[src/rtl/pong_score_keeper.sv]
// Score keeper for pong: detects goals once per frame, runs the serve countdown,
// and latches the winner until a fresh restart press starts a new game.
module pong_score_keeper #(
    parameter int WIN_SCORE    = 9,
    parameter int SERVE_FRAMES = 60,
    parameter int SCREEN_W     = 640,
    parameter int SQUARE_SIZE  = 16
) (
    input  logic       clk_0,
    input  logic       rst,
    input  logic       frame_tick,
    input  logic [9:0] square_xpos,
    input  logic       restart,
    output logic [3:0] score_p1,
    output logic [3:0] score_p2,
    output logic       ball_freeze,
    output logic       serve_req,
    output logic       serve_dir,
    output logic       game_over,
    output logic       winner
);

    typedef enum logic [1:0] {
        SERVE_WAIT = 2'b00,
        PLAY       = 2'b01,
        SCORED     = 2'b10,
        GAME_OVER  = 2'b11
    } state_t;

    localparam logic [3:0]  WIN        = 4'(WIN_SCORE);
    localparam logic [7:0]  SERVE_LAST = 8'(SERVE_FRAMES - 1);
    localparam logic [10:0] SQ_W       = 11'(SQUARE_SIZE);
    localparam logic [10:0] SCR_W      = 11'(SCREEN_W);

    state_t     state_q, state_d;
    logic [7:0] frame_cnt_q, frame_cnt_d;
    logic [3:0] score_p1_q, score_p1_d;
    logic [3:0] score_p2_q, score_p2_d;
    logic       ball_freeze_q, ball_freeze_d;
    logic       serve_req_q, serve_req_d;
    logic       serve_dir_q, serve_dir_d;
    logic       game_over_q, game_over_d;
    logic       winner_q, winner_d;
    logic       restart_prev_q, restart_prev_d;

    logic [10:0] right_edge;
    logic        goal_left;
    logic        goal_right;
    logic        restart_rise;

    function automatic logic [3:0] sat_inc(input logic [3:0] s);
        return (s >= WIN) ? WIN : s + 4'd1;
    endfunction

    assign right_edge   = {1'b0, square_xpos} + SQ_W;
    assign goal_left    = (square_xpos == 10'd0);
    assign goal_right   = (right_edge >= SCR_W);
    assign restart_rise = restart & ~restart_prev_q;

    always_comb begin
        state_d        = state_q;
        frame_cnt_d    = frame_cnt_q;
        score_p1_d     = score_p1_q;
        score_p2_d     = score_p2_q;
        ball_freeze_d  = ball_freeze_q;
        serve_req_d    = 1'b0;
        serve_dir_d    = serve_dir_q;
        game_over_d    = game_over_q;
        winner_d       = winner_q;
        restart_prev_d = restart;

        case (state_q)
            SERVE_WAIT: begin
                ball_freeze_d = 1'b1;
                if (frame_tick) begin
                    if (frame_cnt_q == SERVE_LAST) begin
                        serve_req_d = 1'b1;
                        frame_cnt_d = 8'd0;
                        state_d     = PLAY;
                    end else begin
                        frame_cnt_d = frame_cnt_q + 8'd1;
                    end
                end
            end
            PLAY: begin
                ball_freeze_d = 1'b0;
                // Left goal takes priority when both edges are hit in one sample.
                if (frame_tick && goal_left) begin
                    score_p2_d    = sat_inc(score_p2_q);
                    serve_dir_d   = 1'b0;
                    ball_freeze_d = 1'b1;
                    state_d       = SCORED;
                end else if (frame_tick && goal_right) begin
                    score_p1_d    = sat_inc(score_p1_q);
                    serve_dir_d   = 1'b1;
                    ball_freeze_d = 1'b1;
                    state_d       = SCORED;
                end
            end
            SCORED: begin
                // serve_dir points at the conceding player, so its complement is the scorer.
                ball_freeze_d = 1'b1;
                if (!serve_dir_q && score_p2_q == WIN) begin
                    game_over_d = 1'b1;
                    winner_d    = 1'b1;
                    state_d     = GAME_OVER;
                end else if (serve_dir_q && score_p1_q == WIN) begin
                    game_over_d = 1'b1;
                    winner_d    = 1'b0;
                    state_d     = GAME_OVER;
                end else begin
                    frame_cnt_d = 8'd0;
                    state_d     = SERVE_WAIT;
                end
            end
            GAME_OVER: begin
                ball_freeze_d = 1'b1;
                if (restart_rise) begin
                    score_p1_d  = 4'd0;
                    score_p2_d  = 4'd0;
                    frame_cnt_d = 8'd0;
                    game_over_d = 1'b0;
                    serve_dir_d = ~winner_q;
                    state_d     = SERVE_WAIT;
                end
            end
            default: state_d = SERVE_WAIT;
        endcase
    end

    always_ff @(posedge clk_0 or negedge rst) begin
        if (!rst) begin
            state_q        <= SERVE_WAIT;
            frame_cnt_q    <= 8'd0;
            score_p1_q     <= 4'd0;
            score_p2_q     <= 4'd0;
            ball_freeze_q  <= 1'b1;
            serve_req_q    <= 1'b0;
            serve_dir_q    <= 1'b0;
            game_over_q    <= 1'b0;
            winner_q       <= 1'b0;
            restart_prev_q <= 1'b0;
        end else begin
            state_q        <= state_d;
            frame_cnt_q    <= frame_cnt_d;
            score_p1_q     <= score_p1_d;
            score_p2_q     <= score_p2_d;
            ball_freeze_q  <= ball_freeze_d;
            serve_req_q    <= serve_req_d;
            serve_dir_q    <= serve_dir_d;
            game_over_q    <= game_over_d;
            winner_q       <= winner_d;
            restart_prev_q <= restart_prev_d;
        end
    end

    assign score_p1    = score_p1_q;
    assign score_p2    = score_p2_q;
    assign ball_freeze = ball_freeze_q;
    assign serve_req   = serve_req_q;
    assign serve_dir   = serve_dir_q;
    assign game_over   = game_over_q;
    assign winner      = winner_q;

endmodule
[config.mk]
export PLATFORM = sky130hd
export DESIGN_NAME = pong_score_keeper
export DESIGN_NICKNAME = d
export VERILOG_FILES = /design/src/rtl/pong_score_keeper.sv
export SDC_FILE = /design/constraint.sdc
export NUM_CORES = 1
export LEC_CHECK = 0
export ABC_AREA = 1
export ABC_CLOCK_PERIOD_IN_PS = 2570
export BUFFER_PORTS_ARGS = -buffer_cell sky130_fd_sc_hd__buf_2
export CORE_MARGIN = 2
export CORE_UTILIZATION = 47
export DETAILED_ROUTE_END_ITERATION = 8
export PLACE_DENSITY = 0.68
export SYNTH_ARGS = -nofsm -noshare
export SYNTH_HDL_FRONTEND = slang
export SYNTH_SLANG_ARGS = --single-unit
export TNS_END_PERCENT = 1
[constraint.sdc]
create_clock -name clk_0 -period 2.57 [get_ports clk_0]
set_input_delay 0.1285 -clock clk_0 [delete_from_list [all_inputs] [get_ports clk_0]]
set_output_delay 0.1285 -clock clk_0 [all_outputs]
set_load 0.1 [all_outputs]
==> key figures <==
STA
  • Fmax: 603 MHz
  • Final hold vios: 0
  • RSZ-0062 raised after global routing: false
  • Slew HR: 0.641
  • Post-layout minimum cycle time: about 1700 ps
  • Layout Skew: between 0.8 and 0.9 ps
  • Tcrit/Tclk final: 0.645
  • Finish-stage setup viols: 0
  • Slew @ Worst Pin: 539 ps
  • Setup_tns: 0 ps
  • Max-slew violations: 0

Cells and area
  • ANT cells: 0
  • Area Overhead vs Synth: 14.2%
  • NumNets Final: ~250
  • Layout cells sized above 1: 0.173
  • Commonest non-fill, non-tap cell in the layout: nand2_1
  • Finished Layout Cells: 259
  • Commonest non-fill, non-tap cells in the layout: nand2_1 (51), inv_1 (28), buf_2 (26)

Synthesis
  • Yosys cell types: 27
  • Synth top area cells: dfrtp_1 (39%), nand2_1 (13%), inv_1 (7.2%)
  • Syn avg cell area: 7.41 sq um
  • Synth Instances: about 200
  • Yosys top cell area share: 0.395
  • Register area share after synthesis: 0.413
  • Synth area leader: dfrtp_1
  • Flops & latches, synth: 24
  • Synthesis Warnings: 0
  • Syn Nets: 218
  • Netlist Area Pre-Place: 1460 sq um

Clock tree
  • Clock sinks: 24
  • Post-CTS Setup Inserts: 0
  • Root Buffer: clkbuf_4
  • Max Root-Sink Buffers: 2
  • CTS tree: yes
  • Clk pin slew, worst setup/hold paths: roughly 120 ps
  • H-tree levels: 1
  • Clk Latency, worst-skew pair: 300 ps
  • Num CTS Buffers: 3

Die
  • Die height: 59.7 um
  • Rows: 20
  • DIE WIDTH: 59.7 um
  • Core area: 3000 sq um
  • Die area: 3570 sq um
  • I/O Pins: 27
  • Initial Utilization: 0.486

Drt
  • Highest routed metal layer: met4
  • Drt initial violations: 44
  • Vias: 1285
  • Drt drc: 0
  • Per-cell routed wire length: 11.2 um
  • Routed WL: 2890 um
  • DR WL met2: 1210 um
  • Routed wl met3: 142 um
  • Via/cell ratio: 4.96
  • Pre-Repair DR Iteration Count: 4
  • ANT nets after route: 0
  • Met1 WL: 1530 um

Placement
  • Port-buffer cells: 26
  • GPL Wtd Cong: 0.823
  • Placed Cells: 253
  • HPWL Detailed: 2170 um

GRT
  • Global route overflow: 0
  • Initial antenna violation count: 0
  • Gr usage total: 0.180
  • Largest net degree at the start of global routing: 25
  • First-pass GRT wire length: between 4000 and 5000 um
  • Vias in the first global route: between 1000 and 1500

Critical path
  • Critical Path Start Type: flop
  • Setup CP Type: flop to flop
  • Critical path arrival: ~1900 ps
  • Crit end category: flop
  • Required @ worst endpoint: 2800 ps
  • Critical path fanouts, max: 14

Pwr
  • Peak supply drop: 761 uV
  • PD cells: between 1000 and 1500 nW/um^2
  • Leakage power: between 0.0009 and 0.001 uW

Job
  • Max Cap Viol: 0

Outcome
  • Outcome: complete, no violations

Min path
  • Hold Path Class: input pin to flop
## what timing repair did
action                                 4_1_cts  5_1_grt
resized for setup                            0        0
hold buffers                                 2        0
endpoints found under the hold margin       24        0
## cell type report
cell class              count  area [sq um]
repair buffers             28           150
well taps                  33          41.3
inverters                  30           113
flip-flops and latches     24           602
multi-input cells         140           723
clock buffers               4          36.3
fillers                   298          1340
## synth_stat cells (all sizes together)
master	n
nand4	12
o21ai	18
nor2	18
nand2	52
ha	7
xnor2	1
xor2	1
or2	2
nand3	17
dfrtp	23
inv	30
nor3	3
nand3b	4
dfstp	1
and2	1
a31oi	1
clkbuf	1
a21oi	2
o21bai	1
buf	2
## kinds of logic after synthesis
kind of cell	after synthesis	share of synthesized area
DFF	24	0.413
AOI/OAI and AO/OA	22	0.0806
xor gates and xnor gates	2	0.0120
buffers and inverters	33	0.0918
adders and majority gates	7	0.0600
and+or+nand+nor	109	0.343
## final timing paths
path	startpoint	end	slack (ps)	cells after the start
max	state_q[0]	frame_cnt_q[5]	910	7
min	frame_tick	serve_req	90	3
max reg2reg	state_q[0]	frame_cnt_q[5]	910	7
min reg2reg	game_over	game_over	530	2
max in group asynchronous	rst	ball_freeze	1890	2
min in group asynchronous	rst	frame_cnt_q[5]	320	2
## layer usage
metal	vias up	track usage
li1	698	-
met1	554	0.272
met2	31	0.267
met4	0	0.0571
met3	2	0.0216
met5	-	0
## metrics by stage
step / power (uW) / util / setup slack (ps) / hold slack (ps) / area (sq um)
global placement: 1750 / 0.536 / 944 / 146 / 1610
floorplan: 1580 / - / 377 / -167 / 1460
CTS: 1960 / 0.555 / 905 / 78.7 / 1670
finish: 1950 / 0.555 / 912 / 91.4 / 1670
global route: 2100 / 0.555 / 702 / 89.3 / 1670
detailed placement: 1760 / 0.536 / 928 / 147 / 1610
## critical path, cell delays in order, from the launching register on
cell and delay (ps):
dfrtp_1 460, nand2_1 330, inv_1 130, o21ai_2 110
nand2_1 90, inv_1 150, nand2_4 120, o21ai_0 190
## sequential cells by signal (all words and copies together) (netlist names)
signal          count
serve_req           1
restart_prev_q      1
state_q             2
game_over           1
score_p2            4
ball_freeze         1
score_p1            4
frame_cnt_q         8
winner              1
serve_dir           1
## power by group
part	switching, uW	internal [uW]	leakage [uW]
clock	105	86.4	0.0000210
combinational	840	280	0.000583
sequential	137	497	0.000304
total	1080	864	0.000908
No activity file was read; power rests on OpenSTA's default activity.
